$ cat config.mk
export PLATFORM = sky130hd
export DESIGN_NAME = id_issue_ctrl
export DESIGN_NICKNAME = d
export VERILOG_FILES = /design/src/rtl/id_issue_ctrl.sv
export SDC_FILE = /design/constraint.sdc
export NUM_CORES = 1
export LEC_CHECK = 0
export CAP_MARGIN = 25
export CORE_ASPECT_RATIO = 1.25
export CORE_MARGIN = 2
export CORE_UTILIZATION = 45
export CTS_CLUSTER_DIAMETER = 60
export CTS_CLUSTER_SIZE = 40
export DETAILED_ROUTE_END_ITERATION = 12
export DONT_BUFFER_PORTS = 1
export PLACE_DENSITY = 0.57
export SYNTH_ARGS = -nofsm -noshare
export SYNTH_HDL_FRONTEND = slang
export SYNTH_SLANG_ARGS = --single-unit
export TNS_END_PERCENT = 50
$ cat constraint.sdc
create_clock -name clk -period 2.9 [get_ports clk]
set_clock_uncertainty 0.1 [all_clocks]
set_input_delay 0.435 -clock clk [delete_from_list [all_inputs] [get_ports clk]]
set_output_delay 0.435 -clock clk [all_outputs]
set_load 0.05 [all_outputs]
$ cat src/rtl/id_issue_ctrl.sv
// ID-stage issue controller: selects control bundle or bubble for ID/EX using a
// self-maintained two-slot (EX, MEM) destination scoreboard for hazard detection.
module id_issue_ctrl #(
  parameter int CNT_W = 16
) (
  input  logic             clk,
  input  logic             rst_n,
  input  logic             id_valid,
  input  logic             id_is_branch,
  input  logic             id_uses_rs,
  input  logic             id_uses_rt,
  input  logic [4:0]       IDRegisterRs,
  input  logic [4:0]       IDRegisterRt,
  input  logic [4:0]       IDRegisterRd,
  input  logic             IDMemRead,
  input  logic             IDMemtoReg,
  input  logic             IDMemWrite,
  input  logic             IDALUSrc,
  input  logic             IDRegWrite,
  input  logic             IDRegDst,
  input  logic [2:0]       IDALUOp,
  input  logic             branch_taken,
  output logic             IssMemRead,
  output logic             IssMemtoReg,
  output logic             IssMemWrite,
  output logic             IssALUSrc,
  output logic             IssRegWrite,
  output logic             IssRegDst,
  output logic [2:0]       IssALUOp,
  output logic             pc_write,
  output logic             ifid_write,
  output logic             ifid_flush,
  output logic             bubble,
  output logic [CNT_W-1:0] stall_cnt
);

  typedef enum logic {ST_RUN, ST_STALL} state_e;

  typedef struct packed {
    logic       v;
    logic [4:0] dst;
    logic       ld;
    logic       wr;
  } slot_t;

  state_e           state_q, state_d;
  slot_t            ex_q, ex_d, mem_q;
  logic [CNT_W-1:0] cnt_q, cnt_d;
  logic [4:0]       iss_dst;
  logic             ex_hit, mem_hit, stall, bubble_int;

  assign iss_dst = IDRegDst ? IDRegisterRd : IDRegisterRt;

  // $0 is never a real producer, so a zero destination can never match.
  assign ex_hit  = ex_q.v & ex_q.wr & (ex_q.dst != 5'd0) &
                   ((id_uses_rs & (ex_q.dst == IDRegisterRs)) |
                    (id_uses_rt & (ex_q.dst == IDRegisterRt)));
  assign mem_hit = mem_q.v & mem_q.wr & (mem_q.dst != 5'd0) &
                   ((id_uses_rs & (mem_q.dst == IDRegisterRs)) |
                    (id_uses_rt & (mem_q.dst == IDRegisterRt)));

  assign stall = id_valid & (id_is_branch ? (ex_hit | (mem_hit & mem_q.ld))
                                          : (ex_hit & ex_q.ld));
  assign bubble_int = ~id_valid | stall;

  // NOTE: every output written here gets a default first so no latch is inferred.
  always_comb begin
    IssMemRead  = 1'b0;
    IssMemtoReg = 1'b0;
    IssMemWrite = 1'b0;
    IssALUSrc   = 1'b0;
    IssRegWrite = 1'b0;
    IssRegDst   = 1'b0;
    IssALUOp    = 3'd0;
    bubble      = 1'b1;
    pc_write    = 1'b0;
    ifid_write  = 1'b0;
    ifid_flush  = 1'b0;
    if (rst_n) begin
      bubble     = bubble_int;
      pc_write   = ~stall;
      ifid_write = ~stall;
      ifid_flush = id_valid & id_is_branch & branch_taken & ~stall;
      if (!bubble_int) begin
        IssMemRead  = IDMemRead;
        IssMemtoReg = IDMemtoReg;
        IssMemWrite = IDMemWrite;
        IssALUSrc   = IDALUSrc;
        IssRegWrite = IDRegWrite;
        IssRegDst   = IDRegDst;
        IssALUOp    = IDALUOp;
      end
    end
  end

  always_comb begin
    ex_d.v   = ~bubble_int;
    ex_d.dst = iss_dst;
    ex_d.ld  = IDMemRead & ~bubble_int;
    ex_d.wr  = IDRegWrite & ~bubble_int;
    state_d  = stall ? ST_STALL : ST_RUN;
    cnt_d    = cnt_q;
    if (stall && (cnt_q != {CNT_W{1'b1}})) cnt_d = cnt_q + 1'b1;
  end

  // NOTE: state uses non-blocking assignments so all registers update from pre-edge values.
  always_ff @(posedge clk) begin
    if (!rst_n) begin
      ex_q    <= '0;
      mem_q   <= '0;
      state_q <= ST_RUN;
      cnt_q   <= '0;
    end else begin
      mem_q   <= ex_q;
      ex_q    <= ex_d;
      state_q <= state_d;
      cnt_q   <= cnt_d;
    end
  end

  assign stall_cnt = cnt_q;

  // A stall following a stall can only come from a branch waiting on a load in MEM.
  assert property (@(posedge clk) disable iff (!rst_n)
                   (state_q == ST_STALL && stall) |-> id_is_branch);

endmodule

Word level (Yosys, flattened, before mapping). Index checks and enable logic that the tools add are counted.

Shift operators: 0. Reduce and logical (&&, ||, !) cells: 3. Multiplexer cells: 19. Div/mod/pow operators: 0. Bitwise gates (word level): 25. Multiply operators: 0. Equality and inequality tests: 5. Add/subtract/negate cells: 1. Magnitude comparators: 0.

Operators by type and width (count): $eq A5 B5 Y1 (4); $and A1 B1 Y1 (18); $add A16 B1 Y16 const B (1); $mux W1 (16); $ne A16 B16 Y1 const B (1); $reduce_bool A5 Y1 (2); $mux W3 (2); $mux W5 (1); $or A1 B1 Y1 (4); $not A1 Y1 (3); $logic_and A1 B1 Y1 (1).

Output and inout port bits: 29. Memories: 0. Logic and storage cells: 62. Bits of input ports: 31. RAM bits: 0. Latch bits: 0. Memory bits (read-only): 0. Register bits: 32.

Longest topological paths before layout. Gate-level depths: netlist of the first run.

Depth in word-level cells: 11. Mapped depth: 9. Depth with buffers taken out: 7.

Least setup slack after synthesis of the first run. No wires, ideal clock.

Kind: reg2reg. Start: register cnt_q[0] (netlist: stall_cnt[0]). End: register cnt_q[1] (netlist: stall_cnt[1]). Clock period less this slack: 2.359 ns. Arrival time: 2.131 ns. Cell stages (with the launch flop): 10. Required time: 2.672 ns. Setup time: 0.128 ns. Buffers on the path: 2. Path slack: 0.541 ns. Cells stage by stage: dfxtp_1 > ha_1 > and3_1 > nand4bb_1 > and3_4 > a22oi_4 > buf_6 > buf_12 > mux2i_1 > nor2_1.

Longest elaborated chain between the ends: 2. Elaborated cells between the ends (all ways): 3. Those cells by class: add/sub: 1; eq/ne: 1; reduce/logical: 1.

Ends and longest elaborated chain: from (decl) (RTL line 48) `logic [CNT_W-1:0] cnt_q, cnt_d;`; from (signal assigned) (RTL line 117) `cnt_q <= cnt_d;`; branches (longest 2 deep; another with $add A16 B1 Y16).

Several ways; the timed one is not identified. A chain may end at the register's enable or synchronous reset.

Worst setup path in the final report of the first run.
Start: register ex_q[2] (netlist bit). End: output ifid_flush.

Longest elaborated chain between the ends: 10. Elaborated cells between the ends (all ways): 15. Those cells by class: eq/ne: 2; mux: 2; bitwise: 10; reduce/logical: 1.

Ends and longest elaborated chain: from (decl) (RTL line 47) `slot_t ex_q, ex_d, mem_q;`; from (signal assigned) (RTL line 109) `ex_q <= '0;`; from (signal assigned) (RTL line 115) `ex_q <= ex_d;`; $eq A5 B5 Y1 (on tied branches) (RTL line 56, 57); $and A1 B1 Y1 (on tied branches) (RTL line 56, 57); $or A1 B1 Y1 (RTL line 56) `((id_uses_rs & (ex_q.dst == IDRegisterRs)) |`; $and A1 B1 Y1 (*) (RTL line 55) `assign ex_hit = ex_q.v & ex_q.wr & (ex_q.dst != 5'd0) &`; $and A1 B1 Y1 or $or A1 B1 Y1 (tied branches) (RTL line 63, 62); $mux W1 (*) (RTL line 62) `assign stall = id_valid & (id_is_branch ? (ex_hit | (mem_hit & mem_q.ld))`; $and A1 B1 Y1 (*) (RTL line 62); $not A1 Y1 (*) (RTL line 83) `ifid_flush = id_valid & id_is_branch & branch_taken & ~stall;`; $and A1 B1 Y1 (*) (RTL line 83); $mux W1 (*) (RTL line 79) `if (rst_n) begin`; to (decl) (RTL line 32) `output logic ifid_flush,`.

Every way passes the cells marked *; elsewhere a longest branch is shown, timed or not.

==> results of run 1 <==
## power by group
part           leakage (nW)  internal, mW  switching, mW
Clock                0.0410         0.163          0.151
Combinational         0.422        0.0376         0.0559
Sequential            0.261         0.451         0.0108
## cell type report
cell class / count / area, µm² / share of cell area
multi-input cells: 148 / 1000 / 0.524
flip-flops and latches: 32 / 641 / 0.335
repair buffers: 17 / 128 / 0.0667
clock buffers: 6 / 72.6 / 0.0379
well taps: 40 / 50.0 / 0.0261
inverters: 4 / 15.0 / 0.00784
clock inverters: 1 / 5.00 / 0.00261
## per-layer routing
layer  GRT usage  up-vias
met2       0.372       38
met1       0.211      678
met5           0        -
met4      0.0758        0
met3      0.0674        6
li1            -      718
## state kept, by name, summed over array words and instances, names as in the netlist
signal	count
mem_q	8
ex_q	8
stall_cnt	16
## critical path, delay by kind of cell (launching register included)
kind	cells	cell delay [ps]
AOI/OAI and AO/OA	2	400
and+or+nand+nor	3	1070
DFF	1	350
## cells in the final DEF, fill, tap and decap left out, types with 2 or more instances in the layout
master	n
nor3_1	3
nand2_1	9
inv_1	4
o21a_1	3
o311ai_0	2
o211ai_1	3
and2_1	13
o21ai_0	4
nand4_1	10
or3_1	7
mux2i_1	6
o31ai_1	2
nor2_1	12
o21ai_1	3
dfxtp_1	32
buf_4	17
o22ai_2	2
or4_1	3
nand2b_1	3
o41ai_1	2
and2_2	9
and3_1	4
a21oi_1	10
nand3_1	7
xnor2_1	20
clkbuf_8	5
## worst max-delay path by stage
stage / startpoint / slack [ps] / cells past startpoint / to
after CTS: ex_q[5] / 160 / 6 / ifid_flush
after floorplan: stall_cnt[0] / 540 / 9 / stall_cnt[1]
after global placement: IDRegisterRs[3] / 450 / 6 / ifid_flush
after global routing: ex_q[2] / 90 / 5 / ifid_flush
final: ex_q[2] / 270 / 5 / ifid_flush
after detailed placement: IDRegisterRt[3] / 410 / 6 / ifid_flush
## cell families (layout without fill, tap and decap cells)
family,Yosys count,count (layout)
XOR/XNOR,21,21
buffers and inverters,12,28
flip-flops,32,32
adder cells (fa/ha/maj),1,1
AO/OA/AOI/OAI,35,35
multiplexers,6,6
AND/OR/NAND/NOR,85,85
## synthesized netlist by cell type (all sizes together)
master	n	area, µm²
or4	3	22.5
nand4	10	62.6
a32oi	1	8.76
mux2i	6	60.1
clkbuf	3	11.3
nand4bb	1	11.3
a22oi	2	28.8
o22ai	2	25.0
nand2	9	33.8
a21oi	10	50.1
inv	4	15.0
ha	1	12.5
o21ai	7	35.0
and3	6	42.5
buf	5	47.5
and2	22	138
nor3	3	15.0
nand2b	3	18.8
nand3	7	35.0
nor4	1	6.26
o211ai	3	22.5
o21a	3	22.5
xnor2	20	175
o311ai	2	17.5
o31a	1	8.76
o41ai	2	17.5
o31ai	2	15.0
dfxtp	32	641
nor2	12	45.0
or3	7	43.8
xor2	1	8.76
and4	1	8.76
## stage by stage
step,std cells,hold WS (ps),instance area [µm²],util
after floorplan,192,330,1710,-
after global placement,241,338,1820,0.490
after detailed placement,241,343,1820,0.490
after CTS,248,164,1900,0.511
after global routing,248,163,1910,0.514
final,248,173,1910,0.514
==> impl_metrics.csv, run 1 <==
group,metric,value,unit
finish,layout.nets,240,
clock_tree,clkLatencyLatePin,280,ps
die,io_pins,60,
timing,setup_viol,0,
critical_path,slowest_delay,410,ps
synthesis,syn_nets,224,
timing,hold_viol,0,
critical_path,startpoint_type,"register",
timing,worstMarginPinSlew,640,ps
critical_path,crit_type,"register to output pin",
timing,maxSlewViolCount,0,
timing,finalCritPeriodShare,0.905,
synthesis,synth-seq-area-share,0.376,
route,routed-wl-met3,263,µm
critical_path,crit_fanout,14,
synthesis,avgSynthCellArea,8.88,µm²
grt,grt_max_degree,27,
min_path,hold_end,"stall_cnt[11]",
die,rows,25,
grt,grt_pass1_wl,6.60,mm
synthesis,yosysUniqueCellTypes,39,
clock_tree,clkTransAtPathRegs,70,ps
grt,antenna_found_initial,0,
grt,track_usage,0.203,
clock_tree,ctsHoldBuffers,0,
timing,fin_ws,275,ps
clock_tree,htree_num_levels,2,
min_path,min_path_cells,1,
die,core_area,3720,µm²
clock_tree,cts_buffers,5,
timing,min_period,2630,ps
die,die_area,4300,µm²
route,drtIter0Drc,43,
place,place_hpwl,3.11,mm
clock_tree,cts_sinks,32,
synthesis,yosys_warnings,0,
critical_path,critPathArrivalTime,2090,ps
place,pre_cts_ws,409,ps
clock_tree,postCtsSetupBuffers,0,
finish,antennaDiodeCount,0,
timing,relSlewSlack,0.574,
place,place_congestion,0.845,
finish,area_delta_synth_final,12.3,%
synthesis,ys_seq_elements,32,
route,drt-met1-wl,1.53,mm
die,initial_utilization,0.458,
route,drt_first_pass_iters,4,
route,wl_per_cell,16.1,µm
power_and_ir_drop,p_per_area,454,nW/µm²
grt,grt_pass1_vias,1505,
die,die_h,72.8,µm
critical_path,required,2370,ps
route,antenna_left,0,
critical_path,reg2reg_depth,7,
power_and_ir_drop,leakage,0.724,nW
critical_path,cpMaxStageDelayCell,"and3_2",
critical_path,path_cells,"nor3_1 > a21oi_1 > a22oi_1 > and3_1 > and3_2",
route,wl_met2,2.15,mm
route,routed_via_density,5.81,
job,drv_cap,0,
clock_tree,cts_root_buf,"clkbuf_8",
clock_tree,cts_tree,"done",
synthesis,synth_xor_area_frac,0.108,
timing,fmax,381,MHz
min_path,hold_path_class,"primary input to register",
min_path,min-delay-start,"rst_n",
synthesis,synth-compound-area-share,0.147,
timing,setup_tns,0,ps
synthesis,synth_top_family_by_area,"simple AND/OR/NAND/NOR gates",
route,routed_wirelength,3.99,mm
route,vias,1440,
clock_tree,cts_buffer_depth,2,
outcome,status,"complete, no violations",
synthesis,synthMuxAreaShare,0.0352,
power_and_ir_drop,peakVddDrop,255,µV
critical_path,cp-end-kind,"output pin",
finish,final_layout_size_suffix_gt1_frac,0.178,
finish,nFillCells,376,
route,top_layer_used,"met4",
synthesis,synthSimpleGateAreaFrac,0.283,
synthesis,synth_area,1710,µm²
timing,rsz0062_at_grt,"no",
critical_path,r2r_start,"stall_cnt[10]",
synthesis,synth_cells,192,
place,io_buffers,0,
critical_path,timing.rr.end,"stall_cnt[1]",
grt,grt_overflow,0,
die,fp.dieW,59.1,µm
critical_path,regToRegSetupSlack,670,ps
route,drc_errors,0,
clock_tree,cts_resized,0,
synthesis,synthAdderAreaFrac,0.00734,
power_and_ir_drop,report.power.total,869,µW
Power figures use the tool's default switching activity.
==> run 2: changes to the inputs <==
--- a/config.mk
+++ b/config.mk
@@ -13,6 +13,7 @@
 export CTS_CLUSTER_SIZE = 40
 export DETAILED_ROUTE_END_ITERATION = 12
 export DONT_BUFFER_PORTS = 1
+export GPL_TIMING_DRIVEN = 0
 export PLACE_DENSITY = 0.57
 export SYNTH_ARGS = -nofsm -noshare
 export SYNTH_HDL_FRONTEND = slang
==> run 2 against run 1 <==
Effect of this change: die area unchanged; sequential cell count unchanged; design area down 1.1%; register-to-register slack worse by 460 ps; fmax down 2.3%; routed wire length down 4.5%; first-iteration DRC count down 12%; critical endpoint is now stall_cnt[1].
==> impl_metrics.csv, run 2 (synthesis results as in run 1) <==
group,metric,value,unit
die,die_area,4300,µm²
finish,area_delta_synth_final,11.0,%
power_and_ir_drop,power_switching,233,µW
power_and_ir_drop,peakVddDrop,265,µV
place,place_congestion,0.865,
grt,antenna_found_initial,0,
route,drc_errors,0,
clock_tree,htree_num_levels,2,
critical_path,crit_path_start,"stall_cnt[4]",
power_and_ir_drop,pwr-share-clk,0.453,
finish,mostFrequentLayoutCells,"dfxtp_1, xnor2_1, and2_1",
power_and_ir_drop,combPwrFrac,0.097,
finish,final-seq-area,641,µm²
die,rows,25,
finish,nFillCells,362,
critical_path,path_cells,"nand4_1 > nand4bb_1 > and3_4 > a22oi_4 > buf_6 > buf_12 > mux2i_1 > nor2_1",
job,drv_cap,0,
die,io_pins,60,
grt,grt_overflow,0,
timing,rsz0062_at_grt,"no",
die,initial_utilization,0.458,
power_and_ir_drop,p_int,793,µW
power_and_ir_drop,switching_share,0.227,
min_path,min-delay-start,"IDMemRead",
clock_tree,clkTransAtPathRegs,70,ps
route,drt_first_pass_iters,4,
clock_tree,cts_buffer_depth,2,
timing,hold_viol,0,
power_and_ir_drop,seqPwrFrac,0.450,
die,fp.dieW,59.1,µm
critical_path,required,2950,ps
route,routed_wirelength,3.81,mm
timing,fmax,372,MHz
route,vias,1416,
outcome,status,"complete, no violations",
grt,grt_pass1_wl,5.99,mm
timing,maxSlewViolCount,0,
critical_path,cp-end-kind,"register",
timing,setup_tns,0,ps
route,antenna_left,0,
critical_path,cpMaxStageDelayCell,"dfxtp_1",
finish,layout.nets,231,
clock_tree,clkLatencyLatePin,280,ps
clock_tree,cts_buffers,5,
timing,finalCritPeriodShare,0.927,
finish,largest_register_ffs,16,
clock_tree,cts_resized,0,
clock_tree,cts_root_buf,"clkbuf_8",
critical_path,critPathArrivalTime,2740,ps
critical_path,r2r_start,"stall_cnt[4]",
timing,relSlewSlack,0.544,
power_and_ir_drop,leakage,0.687,nW
clock_tree,cts_tree,"done",
finish,final_layout_size_suffix_gt1_frac,0.125,
critical_path,crit_type,"register to register",
power_and_ir_drop,report.power.total,1.03,mW
clock_tree,cts_sinks,32,
timing,min_period,2690,ps
min_path,hold_path_class,"primary input to register",
place,place_hpwl,3.01,mm
critical_path,crit_fanout,10,
clock_tree,postCtsSetupBuffers,0,
grt,grt_pass1_vias,1338,
finish,layout_commonest_cell,"dfxtp_1",
finish,multi_input_area,1000,µm²
die,core_area,3720,µm²
power_and_ir_drop,p_per_area,542,nW/µm²
critical_path,slowest_delay,740,ps
clock_tree,ctsHoldBuffers,0,
place,io_buffers,0,
critical_path,startpoint_type,"register",
route,routed_via_density,5.90,
grt,grt_max_degree,11,
route,wl_per_cell,15.9,µm
grt,track_usage,0.185,
timing,worstMarginPinSlew,682,ps
die,die_h,72.8,µm
route,drtIter0Drc,38,
timing,setup_viol,0,
finish,antennaDiodeCount,0,
## run 2: metal layers
metal	global-route usage	share of wire
met5	0	0
met4	0.0631	0.0063
met3	0.0621	0.053
met2	0.330	0.54
met1	0.200	0.40
## run 2: final timing paths
kind,slack [ps],to,cells after the start
hold / removal,180,ex_q[1],1
setup / recovery,210,stall_cnt[1],8
hold reg to reg,360,mem_q[1],1
setup reg to reg,210,stall_cnt[1],8
## run 2: final cells by class
type                    count  share of cell area
multi-input cells         148               0.529
plain buffers               8              0.0311
clock buffers               7              0.0509
clock inverters             1              0.0159
flip-flops and latches     32               0.338
inverters                   4             0.00793
well taps                  40              0.0264
## run 2: power groups by stage
stage,sequential (mW),combinational [mW],clock [mW]
floorplan,0.469,0.0869,0
global placement,0.471,0.0979,0
detailed placement,0.471,0.0988,0
CTS,0.461,0.0991,0.476
global route,0.462,0.108,0.494
finish,0.461,0.0996,0.465
## run 2: worst max-delay path, delay by kind of cell, from the launching register on
kind,cells,cell delay [ps]
flip-flops,1,740
AO/OA/AOI/OAI,1,300
AND/OR/NAND/NOR,4,920
multiplexers,1,170
buffers and inverters,2,330
## run 2: per-stage QoR
stage | hold slack (ps) | setup slack (ps) | cells | utilization | instance area, µm²
4_1_cts | 164 | 113 | 240 | 0.506 | 1880
3_3_place_gp | 342 | 253 | 232 | 0.472 | 1760
2_1_floorplan | 330 | 541 | 192 | - | 1710
6_report | 177 | 213 | 240 | 0.509 | 1890
3_5_place_dp | 344 | 234 | 232 | 0.472 | 1760
5_1_grt | 163 | 57.9 | 240 | 0.509 | 1890
==> run 3: changes to the inputs <==
--- a/config.mk
+++ b/config.mk
@@ -8,13 +8,13 @@
 export CAP_MARGIN = 25
 export CORE_ASPECT_RATIO = 1.25
 export CORE_MARGIN = 2
-export CORE_UTILIZATION = 45
+export CORE_UTILIZATION = 65
 export CTS_CLUSTER_DIAMETER = 60
 export CTS_CLUSTER_SIZE = 40
 export DETAILED_ROUTE_END_ITERATION = 12
 export DONT_BUFFER_PORTS = 1
 export GPL_TIMING_DRIVEN = 0
-export PLACE_DENSITY = 0.57
+export PLACE_DENSITY = 0.78
 export SYNTH_ARGS = -nofsm -noshare
 export SYNTH_HDL_FRONTEND = slang
 export SYNTH_SLANG_ARGS = --single-unit
==> run 3 against run 2 <==
Effect of this change: sequential power about the same; die area shrank 29%; largest power group is now registers; combinational power is essentially flat; sequential cell count did not move; non-clock buffer count did not move; sequential share of layout area is 1.1 points higher; critical endpoint is now bubble; first-iteration DRC count is 39% lower; final cell count fell by 2.9%.
==> impl_metrics.csv, run 3 (synthesis results as in run 1) <==
group,metric,value,unit
clock_tree,cts_resized,0,
finish,largest_register_ffs,16,
timing,setup_viol,0,
clock_tree,cts_buffers,5,
power_and_ir_drop,report.power.total,894,µW
finish,layout.nets,231,
route,drtIter0Drc,23,
die,io_pins,60,
clock_tree,ctsHoldBuffers,0,
critical_path,critPathBufInv,2,
critical_path,critPathArrivalTime,2250,ps
grt,grt_overflow,0,
job,drv_cap,0,
finish,final_layout_size_suffix_gt1_frac,0.120,
finish,area_delta_synth_final,7.56,%
route,routed_via_density,6.24,
timing,hold_viol,0,
die,die_area,3050,µm²
critical_path,crit_fanout,10,
route,drt_first_pass_iters,4,
place,place_congestion,0.866,
finish,layout_commonest_cell,"dfxtp_1",
critical_path,path_cells,"xnor2_1 > nand4_1 > o22ai_2 > a22oi_1 > and3_1 > buf_2 > inv_1",
finish,final-seq-area,641,µm²
route,routed_wirelength,3.91,mm
grt,grt_pass1_vias,1371,
finish,mostFrequentLayoutCells,"dfxtp_1, xnor2_1, and2_1",
power_and_ir_drop,leakage,0.665,nW
route,wl_per_cell,16.8,µm
timing,relSlewSlack,0.537,
route,vias,1454,
grt,grt_pass1_wl,6.05,mm
outcome,status,"complete, no violations",
clock_tree,cts_root_buf,"clkbuf_4",
clock_tree,cts_sinks,32,
clock_tree,clkLatencyLatePin,330,ps
clock_tree,postCtsSetupBuffers,0,
clock_tree,clkTransAtPathRegs,100,ps
die,initial_utilization,0.695,
route,drc_errors,0,
timing,fmax,359,MHz
die,die_h,61.3,µm
grt,antenna_found_initial,0,
timing,finalCritPeriodShare,0.961,
power_and_ir_drop,p_per_area,487,nW/µm²
min_path,hold_path_class,"primary input to register",
die,fp.dieW,49.8,µm
min_path,min-delay-start,"IDRegWrite",
clock_tree,cts_tree,"done",
critical_path,startpoint_type,"register",
critical_path,cpMaxStageDelayCell,"dfxtp_1",
finish,multi_input_area,1000,µm²
critical_path,required,2370,ps
critical_path,slowest_delay,420,ps
critical_path,crit_type,"register to output pin",
clock_tree,htree_num_levels,2,
critical_path,crit_path_start,"ex_q[3]",
timing,min_period,2790,ps
place,io_buffers,0,
timing,holdWs,127,ps
critical_path,r2r_start,"stall_cnt[4]",
critical_path,cpLargestDelayFamily,"buffers and inverters",
grt,track_usage,0.269,
finish,antennaDiodeCount,0,
finish,nFillCells,212,
place,place_hpwl,2.98,mm
die,core_area,2450,µm²
power_and_ir_drop,peakVddDrop,368,µV
clock_tree,cts_buffer_depth,2,
critical_path,cp-end-kind,"output pin",
timing,worstMarginPinSlew,694,ps
route,antenna_left,0,
grt,grt_max_degree,11,
timing,maxSlewViolCount,0,
die,rows,20,
==> run 3: final cells by class <==
class / instances / share of cell area
Multi-Input combinational cell: 148 / 0.546
Sequential cell: 32 / 0.349
Buffer: 8 / 0.0321
Clock buffer: 6 / 0.0225
Tap cell: 33 / 0.0225
Clock inverter: 2 / 0.0191
Inverter: 4 / 0.00819
==> run 3: routing by layer <==
layer | GRT usage | vias to the layer above | part of all wire
met1 | 0.277 | 692 | 0.39
met3 | 0.0995 | 8 | 0.055
met2 | 0.503 | 52 | 0.54
met4 | 0.103 | 0 | 0.015
met5 | 0 | - | 0
li1 | - | 702 | -
==> run 3: path summary, 6_finish.rpt <==
kind              cells after the start           end  slack, ps
setup / recovery                      7        bubble        110
hold / removal                        1       ex_q[0]        130
hold reg to reg                       1      mem_q[1]        370
setup reg to reg                      8  stall_cnt[1]        170
==> run 3: stage by stage <==
| stage | util | instances | TNS (ps) | area, µm² | setup WS (ps) |
|---|---|---|---|---|---|
| after floorplan | - | 192 | 0 | 1710 | 541 |
| after global placement | 0.712 | 225 | 0 | 1750 | 291 |
| after detailed placement | 0.712 | 225 | 0 | 1750 | 220 |
| after CTS | 0.743 | 233 | 0 | 1820 | 34.7 |
| after global routing | 0.748 | 233 | -6.68 | 1830 | -6.68 |
| final | 0.748 | 233 | 0 | 1830 | 114 |
==> run 3: where the power goes <==
| part | total [mW] | switching (mW) | internal [mW] |
|---|---|---|---|
| Combinational | 0.102 | 0.0625 | 0.0390 |
| Sequential | 0.461 | 0.0107 | 0.450 |
| Clock | 0.331 | 0.150 | 0.181 |
| Total | 0.894 | 0.224 | 0.670 |
